$ cat config.mk
export PLATFORM = sky130hd
export DESIGN_NAME = mo_cart_loader
export DESIGN_NICKNAME = d
export VERILOG_FILES = /design/src/rtl/mo_cart_pkg.sv /design/src/rtl/mo_cart_fifo.sv /design/src/rtl/mo_cart_loader.sv
export SDC_FILE = /design/constraint.sdc
export NUM_CORES = 1
export LEC_CHECK = 0
export CAP_MARGIN = 20
export CORE_AREA = 2 2 136 171
export DETAILED_ROUTE_END_ITERATION = 8
export DIE_AREA = 0 0 138 173
export GPL_ROUTABILITY_DRIVEN = 0
export PLACE_DENSITY = 0.87
export SLEW_MARGIN = 0
export SYNTH_ARGS = -nofsm -noshare
export SYNTH_HDL_FRONTEND = slang
export SYNTH_SLANG_ARGS = --single-unit
$ cat constraint.sdc
create_clock -name clk_sys -period 6.7 [get_ports clk_sys]
set_clock_uncertainty 0.05 [all_clocks]
set_input_delay 2.01 -clock clk_sys [delete_from_list [all_inputs] [get_ports clk_sys]]
set_output_delay 2.01 -clock clk_sys [all_outputs]
set_load 0.02 [all_outputs]
$ cat src/rtl/mo_cart_pkg.sv
// Shared types and constants for the cartridge loader.
package mo_cart_pkg;

   typedef enum logic [1:0] {
      IDLE = 2'd0,
      REQ  = 2'd1,
      DONE = 2'd2
   } wr_state_t;

   typedef struct packed {
      logic [23:0] addr;
      logic [15:0] data;
   } cart_word_t;

   localparam logic [7:0]  PAD_BYTE          = 8'hFF;
   localparam logic [23:0] DEFAULT_CART_BASE = 24'h080000;

endpackage

$ cat src/rtl/mo_cart_fifo.sv
// Small synchronous word FIFO between the byte packer and the SDRAM write FSM.
// DEPTH must be a power of two.
module mo_cart_fifo #(
   parameter int DEPTH = 4,
   parameter int WIDTH = 40
) (
   input  logic             clk_sys,
   input  logic             reset,
   input  logic             push,
   input  logic             pop,
   input  logic [WIDTH-1:0] din,
   output logic [WIDTH-1:0] dout,
   output logic             full,
   output logic             empty
);

   localparam int AW = (DEPTH > 1) ? $clog2(DEPTH) : 1;
   localparam logic [AW:0] PTR_ONE = 1;

   logic [WIDTH-1:0] mem [DEPTH];
   logic [AW:0]      wr_ptr;
   logic [AW:0]      rd_ptr;

   // Extra pointer bit distinguishes full from empty when the indices match.
   assign empty = (wr_ptr == rd_ptr);
   assign full  = (wr_ptr[AW] != rd_ptr[AW]) && (wr_ptr[AW-1:0] == rd_ptr[AW-1:0]);
   assign dout  = mem[rd_ptr[AW-1:0]];

   always_ff @(posedge clk_sys or posedge reset) begin
      if (reset) begin
         wr_ptr <= '0;
         rd_ptr <= '0;
      end else begin
         if (push && !full) begin
            wr_ptr <= wr_ptr + PTR_ONE;
         end
         if (pop && !empty) begin
            rd_ptr <= rd_ptr + PTR_ONE;
         end
      end
   end

   always_ff @(posedge clk_sys) begin
      if (push && !full) begin
         mem[wr_ptr[AW-1:0]] <= din;
      end
   end

endmodule

$ cat src/rtl/mo_cart_loader.sv
// Packs cartridge bytes from data_io into 16-bit SDRAM word writes and tracks image status.
// Optional feature macro: MO_CART_CHECKSUM_EN adds a 16-bit byte-sum output port.
module mo_cart_loader
   import mo_cart_pkg::*;
#(
   parameter logic [23:0] CART_BASE      = DEFAULT_CART_BASE,
   parameter int          CART_MAX_BYTES = 65536,
   parameter int          FIFO_DEPTH     = 4
) (
   input  logic        clk_sys,
   input  logic        reset,
   input  logic        ioctl_download,
   input  logic [7:0]  ioctl_index,
   input  logic        ioctl_wr,
   input  logic [24:0] ioctl_addr,
   input  logic [7:0]  ioctl_dout,
   input  logic        eject,
   output logic        mem_req,
   output logic [23:0] mem_addr,
   output logic [15:0] mem_din,
   input  logic        mem_ack,
   output logic        cartridge_present,
   output logic [16:0] cart_size,
   output logic        busy,
   output logic        overflow
`ifdef MO_CART_CHECKSUM_EN
   ,
   output logic [15:0] checksum
`endif
);

   localparam logic [24:0] MAX_ADDR = 25'(CART_MAX_BYTES);

   logic        dl_q;
   logic        cart_wr;
   logic        in_range;
   logic        accept;
   logic        reject;
   logic        dl_start;
   logic        dl_end;
   logic        busy_done;
   logic [23:0] byte_addr;
   logic [16:0] size_base;
   logic [16:0] addr_next;
   logic        unused_index;

   logic [7:0]  pack_lo;
   logic        held;
   logic [23:0] held_addr;
   logic        push_valid;
   cart_word_t  push_word;

   cart_word_t  fifo_head;
   logic        fifo_full;
   logic        fifo_empty;
   logic        fifo_pop;

   wr_state_t   state;
   wr_state_t   state_next;

   assign unused_index = ^ioctl_index[7:1];

   assign cart_wr   = ioctl_wr && ioctl_download && ioctl_index[0];
   assign in_range  = (ioctl_addr < MAX_ADDR);
   assign accept    = cart_wr && in_range;
   assign reject    = cart_wr && !in_range;
   assign dl_start  = ioctl_download && !dl_q && ioctl_index[0];
   assign dl_end    = dl_q && !ioctl_download && busy;
   assign byte_addr = CART_BASE + {ioctl_addr[23:1], 1'b0};

   // Even bytes wait in pack_lo; an odd byte or the end of the download emits a word next cycle.
   always_ff @(posedge clk_sys or posedge reset) begin
      if (reset) begin
         dl_q       <= 1'b0;
         pack_lo    <= '0;
         held       <= 1'b0;
         held_addr  <= '0;
         push_valid <= 1'b0;
         push_word  <= '0;
      end else begin
         dl_q       <= ioctl_download;
         push_valid <= 1'b0;
         if (dl_start) begin
            held <= 1'b0;
         end
         if (accept && !ioctl_addr[0]) begin
            pack_lo   <= ioctl_dout;
            held      <= 1'b1;
            held_addr <= byte_addr;
         end else if (accept && ioctl_addr[0]) begin
            push_valid <= 1'b1;
            push_word  <= '{addr: byte_addr, data: {ioctl_dout, pack_lo}};
            held       <= 1'b0;
         end else if (dl_end && held) begin
            push_valid <= 1'b1;
            push_word  <= '{addr: held_addr, data: {PAD_BYTE, pack_lo}};
            held       <= 1'b0;
         end
      end
   end

   mo_cart_fifo #(
      .DEPTH (FIFO_DEPTH),
      .WIDTH ($bits(cart_word_t))
   ) u_fifo (
      .clk_sys (clk_sys),
      .reset   (reset),
      .push    (push_valid),
      .pop     (fifo_pop),
      .din     (push_word),
      .dout    (fifo_head),
      .full    (fifo_full),
      .empty   (fifo_empty)
   );

   always_ff @(posedge clk_sys or posedge reset) begin
      if (reset) begin
         state <= IDLE;
      end else begin
         state <= state_next;
      end
   end

   always_comb begin
      state_next = state;
      case (state)
         IDLE:    if (!fifo_empty) state_next = REQ;
         REQ:     if (mem_ack)     state_next = DONE;
         DONE:    state_next = IDLE;
         default: state_next = IDLE;
      endcase
   end

   always_comb begin
      mem_req  = (state == REQ);
      fifo_pop = (state == REQ) && mem_ack;
   end

   // Address and data are captured once on entry to REQ so they stay frozen until the ack.
   always_ff @(posedge clk_sys or posedge reset) begin
      if (reset) begin
         mem_addr <= '0;
         mem_din  <= '0;
      end else if (state == IDLE && !fifo_empty) begin
         mem_addr <= fifo_head.addr;
         mem_din  <= fifo_head.data;
      end
   end

   assign busy_done = busy && !ioctl_download && !held && !push_valid &&
                      fifo_empty && (state == IDLE);
   assign size_base = dl_start ? 17'd0 : cart_size;
   assign addr_next = ioctl_addr[16:0] + 17'd1;

   always_ff @(posedge clk_sys or posedge reset) begin
      if (reset) begin
         busy              <= 1'b0;
         cart_size         <= '0;
         overflow          <= 1'b0;
         cartridge_present <= 1'b0;
      end else begin
         busy      <= dl_start || (busy && !busy_done);
         cart_size <= (accept && (addr_next > size_base)) ? addr_next : size_base;
         overflow  <= (dl_start ? 1'b0 : overflow) | reject | (push_valid && fifo_full);
         if (eject || dl_start) begin
            cartridge_present <= 1'b0;
         end else if (busy_done && (cart_size != 17'd0)) begin
            cartridge_present <= 1'b1;
         end
      end
   end

`ifdef MO_CART_CHECKSUM_EN
   always_ff @(posedge clk_sys or posedge reset) begin
      if (reset) begin
         checksum <= '0;
      end else begin
         checksum <= (dl_start ? 16'h0000 : checksum) + (accept ? {8'h00, ioctl_dout} : 16'h0000);
      end
   end
`endif

endmodule

# After elaboration in Yosys (flattened, before gate mapping)
# Memories as Yosys holds them, arrays and structs flattened. A register that Yosys moved wholly into a read port is not among the register bits.
# Index checks and enable logic that the tools add are counted.
# W data, S select, Z words.
totals:
  reg_bits: 103
  ram_bits: 160
  input_bits: 47
  wordCells: 92
  memories: 1
classes:
  addsub: 4
  magnitude_cmp: 2
  n_eq_ne: 6
  mux: 19
  bitwise: 3
  reduce_logical: 43
mem_list:
  columns: ["memory", "words", "word_bits", "rd", "rd_clocked_by_memory_dff", "wr", "line_no", "rtl"]
  rows:
  - ["u_fifo.mem", 4, 40, 1, 1, 1, "mo_cart_fifo.sv:20", "logic [WIDTH-1:0] mem [DEPTH];"]
ops:
  columns: ["op", "count"]
  rows:
  - ["$mux W40", 2]
  - ["$mux W17", 2]
  - ["$logic_and A1 B1 Y1", 25]
  - ["$lt A25 B17 Y1 const B", 1]
  - ["$add A20 B24 Y24 const A", 1]
  - ["$add A17 B1 Y17 const B", 1]
  - ["$gt A17 B17 Y1", 1]
  - ["$reduce_bool A17 Y1", 1]
  - ["$mux W1", 12]
  - ["$logic_not A1 Y1", 9]
  - ["$add A3 B1 Y3 const B", 2]
  - ["$mux W2", 2]
  - ["$pmux W2 S2", 1]
  - ["$reduce_and A2 Y1", 2]
  - ["$reduce_bool A2 Y1", 2]
  - ["$reduce_bool A4 Y1", 1]
  - ["$eq A3 B3 Y1", 1]
  - ["$eq A2 B1 Y1 const B", 1]
  - ["$eq A2 B2 Y1", 1]
  - ["$logic_not A2 Y1", 1]
  - ["$logic_or A1 B1 Y1", 2]
  - ["$ne A2 B1 Y1 const B", 1]
  - ["$ne A2 B2 Y1 const B", 1]
  - ["$or A1 B1 Y1", 2]
  - ["other kinds (2)", 2]

# Logic depth before layout (Yosys ltp)
logic_depth:
  word_depth: 9
  mapped_depth: 13

# Hierarchy
# From an unflattened synthesis, not the netlist that was laid out.
hier_totals:
  hier_cells: 786
  hier_area_um2: 12462.0
modules_own_cells:
  columns: ["module", "instances", "cells_per_inst", "area_each_um2"]
  rows:
  - ["mo_cart_fifo", 1, 259, 6294.8]
  - ["mo_cart_loader", 1, 527, 6167.2]

# Least setup slack after synthesis
# OpenSTA, ideal clock, no wires.
synth_timing:
  path_kind: "in2reg"
  startpoint: "input port ioctl_addr[7]"
  endpoint: "register cart_size[10]"
  arrival_time_ns: 4.758
  slack_ns: 1.767
  stages: 12
  path_buffers: 2
  path_cell_list: "clkbuf_1 > nand4_1 > nor4_1 > and3_1 > xor2_1 > ha_1 > nand4_1 > nor4_2 > nand2_1 > o221ai_2 > buf_6 > mux2_4"
synth_via:
  elab_chain_len: 4
synth_rtl:
  columns: ["element", "line_no", "rtl"]
  rows:
  - ["from (decl)", "mo_cart_loader.sv:15", "input logic [24:0] ioctl_addr,"]
  - ["$add A17 B1 Y17 or $lt A25 B17 Y1 (tied branches)", "mo_cart_loader.sv:153, mo_cart_loader.sv:64", null]
  - ["$gt A17 B17 Y1 or $logic_and A1 B1 Y1 (tied branches)", "mo_cart_loader.sv:163, mo_cart_loader.sv:65", null]
  - ["$logic_and A1 B1 Y1", "mo_cart_loader.sv:163", "cart_size <= (accept && (addr_next > size_base)) ? addr_next : size_base;"]
  - ["$mux W17 *", "mo_cart_loader.sv:163", null]
  - ["to (signal assigned)", "mo_cart_loader.sv:163", null]
  - ["to (decl)", "mo_cart_loader.sv:23", "output logic [16:0] cart_size,"]
# Every way passes the cells marked *; elsewhere a longest branch is shown, timed or not.
# A chain may end at the register's enable or synchronous reset.

# Final worst setup path
layout_timing:
  startpoint: "input port ioctl_addr[0]"
  endpoint: "register cart_size[5]"
# Same word-level chain as after synthesis.

==> flow_summary.ini <==
[outcome]
run_status = complete, no violations

[critical_path]
cp-startpoint = ioctl_addr[0]
cp_cell_sequence = clkdlybuf4s50_1 > ha_1 > nand3_1 > nor4_1 > and3_1 > xor2_1 > ha_1 > nand4_1 > nor4_2 > nand2_1 > o221ai_2 > buf_4 > mux2_2
endpoint = cart_size[5]$_DFF_PP0_
cp_max_fo = 14
cpLargestDelayFamily = simple AND/OR/NAND/NOR gates
crit_arrival_ns = 5.82
crit_cells = 13
critPathMostFrequentCell = ha_1
path_class = in -> reg
rr_startpoint = dl_q$_DFF_PP0_
r2r_slack_ns = 3.24
critPathLaunchType = input port
critical-path-max-stage-delay_ns = 0.65
required_ns = 7.06
cp_num_buf_inv = 2
critical_path.slowest_cell = clkdlybuf4s50_1
endpoint_kind = register
r2r-end = cart_size[5]$_DFF_PP0_
rr_worst_depth = 10

[final_layout]
seq_area_um2 = 8190
nets = 941
area_growth_pct = 18.1
final_area_um2 = 14200
antennaDiodeCount = 0
utilization_pct = 64.2
finalNonFillerCells = 1172
multiInputGateArea_um2 = 3610
fillers = 1464
drive_gt1_share_pct = 21.7

[placed_design]
place_ws_ns = 0.729
place_area_um2 = 13300
dp_hpwl_mm = 14.2
place_inst = 1121
io_buffers = 99

[sta]
period_share_pct = 81.6
setup_tns_ns = 0
fin_crit_ns = 5.47
rsz0062_at_grt = false
maxSlewViolCount = 0
final_hold_viol_count = 0
fmax_ghz = 0.183
setup_viol = 0
worst_slack_ns = 1.23
worst_slew_pin_slew_ns = 1.10
max_slew_margin_pct = 26.7

[clocking]
h-tree-depth = 1
postCtsHoldBufs = 0
clock-sinks = 296
cts_setup_buffers = 0
cts_resized = 0
cts.reportedPaths.clkPinSlew_ns = 0.07
cts_tree = yes
clockBufferDepth = 3
cts-root-buf = clkbuf_16
cts_buffers = 26
insertion_delay_ns = 0.52

[drt]
drc = 0
dr.first_iter.drc_count = 632
ant_nets = 0
viasPerCell = 5.76
dr.pass1.iters = 5
drt_wl_total_mm = 24.8
vias = 6753
wl_per_cell_um = 21.2

[global_route]
grt_usage_pct = 20.6
grt_max_degree = 100
grt.overflow.total = 0
first_global_vias = 7041
grt_pass1_wl_mm = 39.2
antenna_found_initial = 0

[synthesis]
yosysSeqAreaShare_pct = 68.0
syn_nets = 835
async_reset_ff_share_pct = 47.3
synth_top_area_cell = edfxtp_1
synth-main-ff-cell = edfxtp_1
synth_cell_types = 41
synth_top_area_share_pct = 38.9
ys_ff_latch = 296
synth_edf_count = 156
synthTopCellsByArea = edfxtp_1 (39%), dfrtp_1 (29%), mux2_2 (7.6%), mux4_2 (7.3%), ha_1 (2.6%)
syn_inst = 763
synth.avg_cell_area_um2 = 15.8
netlist_area_um2 = 12000
yosys_warnings = 0

[worst_hold_path]
min_path_type = reg -> reg

[floorplanning]
die_x_um = 138
io_pins = 108
start_util_pct = 54.4
coreArea_um2 = 22100
die_area_um2 = 23900
die_h_um = 173
row_count = 61

[power]
ir_worst_vdd_uv = 181
p_leak_nw = 5.45
p_per_area_nw_per_um2 = 262

[run]
drv_cap = 0
-- synth_stat cells (all sizes together), types with 4 or more instances --
master  count
nor2b       9
edfxtp    156
xnor2       9
buf        14
nor4        8
o21ai       4
inv        26
a21oi      19
nand3      12
dfrtp     140
ha         25
mux4       39
and2       21
nand2      67
nor2       46
nand4       6
a31oi      18
mux2       90
clkbuf     19
xor2       14
-- cells in the final DEF (no fill, tap or decap), types with 12 or more instances in the layout --
cell type	instances
mux2_2	81
a31oi_1	18
mux4_2	39
ha_1	25
dfrtp_1	139
xor2_1	14
edfxtp_1	156
clkdlybuf4s50_1	99
nor2_1	45
nand2_1	67
nand3_1	12
clkbuf_16	27
a21oi_1	19
and2_1	17
inv_1	25
-- metrics by stage --
step	hold slack, ns	power (mW)
6_report	0.434	3.73
5_1_grt	0.465	3.84
4_1_cts	0.420	3.75
3_5_place_dp	0.393	2.31
3_3_place_gp	0.394	2.30
2_1_floorplan	0.381	2.16
-- report_power, final --
group          leakage, nW  switching [mW]  internal, mW
Sequential            3.12          0.0292          1.95
Clock                0.408           0.643         0.814
Combinational         1.92           0.145         0.146
-- flip-flops by register name, summed over array words and instances (netlist names), 2 cells and up --
register and flops:
u_fifo.rd_ptr 3, state 2, mem_addr 23, pack_lo 8, u_fifo.wr_ptr 3, held_addr 23, mem_din 16, u_fifo.mem 156
push_word 39, cart_size 17
-- layer usage --
layer	global-route usage, %	up-vias	routed length [µm]
met5	0	-	0
met4	7.02	0	626
met3	3.10	41	1370
met2	35.5	234	12800
met1	27.1	3479	10000
li1	-	2999	-
-- layout make-up --
| class | count | area share [%] |
|---|---|---|
| Clock buffer | 35 | 5.18 |
| Clock inverter | 13 | 0.722 |
| Inverter | 26 | 0.722 |
| Multi-Input combinational cell | 408 | 25.4 |
| Sequential cell | 296 | 57.6 |
| Tap cell | 283 | 2.49 |
| Timing Repair Buffer | 111 | 7.87 |
-- worst min-delay path, delay by kind of cell, from the launching register on --
| kind | cells | cell delay [ns] |
|---|---|---|
| flip-flops | 1 | 0.34 |
| AND/OR/NAND/NOR | 2 | 0.11 |
-- worst min-delay path by stage --
stage                                 startpoint                            to  slack, ns  cells past startpoint
floorplan              held_addr[16]$_DFFE_PP0P_     push_word[32]$_DFFE_PP0P_       0.38                      2
global placement       held_addr[16]$_DFFE_PP0P_     push_word[32]$_DFFE_PP0P_       0.39                      2
detailed placement     held_addr[17]$_DFFE_PP0P_     push_word[33]$_DFFE_PP0P_       0.39                      2
CTS                    held_addr[16]$_DFFE_PP0P_     push_word[32]$_DFFE_PP0P_       0.42                      2
global route        u_fifo.wr_ptr[2]$_DFFE_PP0P_  u_fifo.wr_ptr[2]$_DFFE_PP0P_       0.46                      1
finish                 held_addr[16]$_DFFE_PP0P_     push_word[32]$_DFFE_PP0P_       0.43                      2
-- cell families (layout without fill, tap and decap cells) --
| family | Yosys count | after routing | share of synthesized area (%) |
|---|---|---|---|
| buffers and inverters | 59 | 185 | 2.09 |
| multiplexers | 130 | 130 | 16.1 |
| XOR/XNOR | 23 | 23 | 1.67 |
| other | 1 | 1 | 0.0312 |
| adder cells (fa/ha/maj) | 25 | 25 | 2.60 |
| AND/OR/NAND/NOR | 181 | 181 | 7.01 |
| flip-flops | 296 | 296 | 68.0 |
| AO/OA/AOI/OAI | 48 | 48 | 2.47 |
Power figures use the tool's default switching activity.
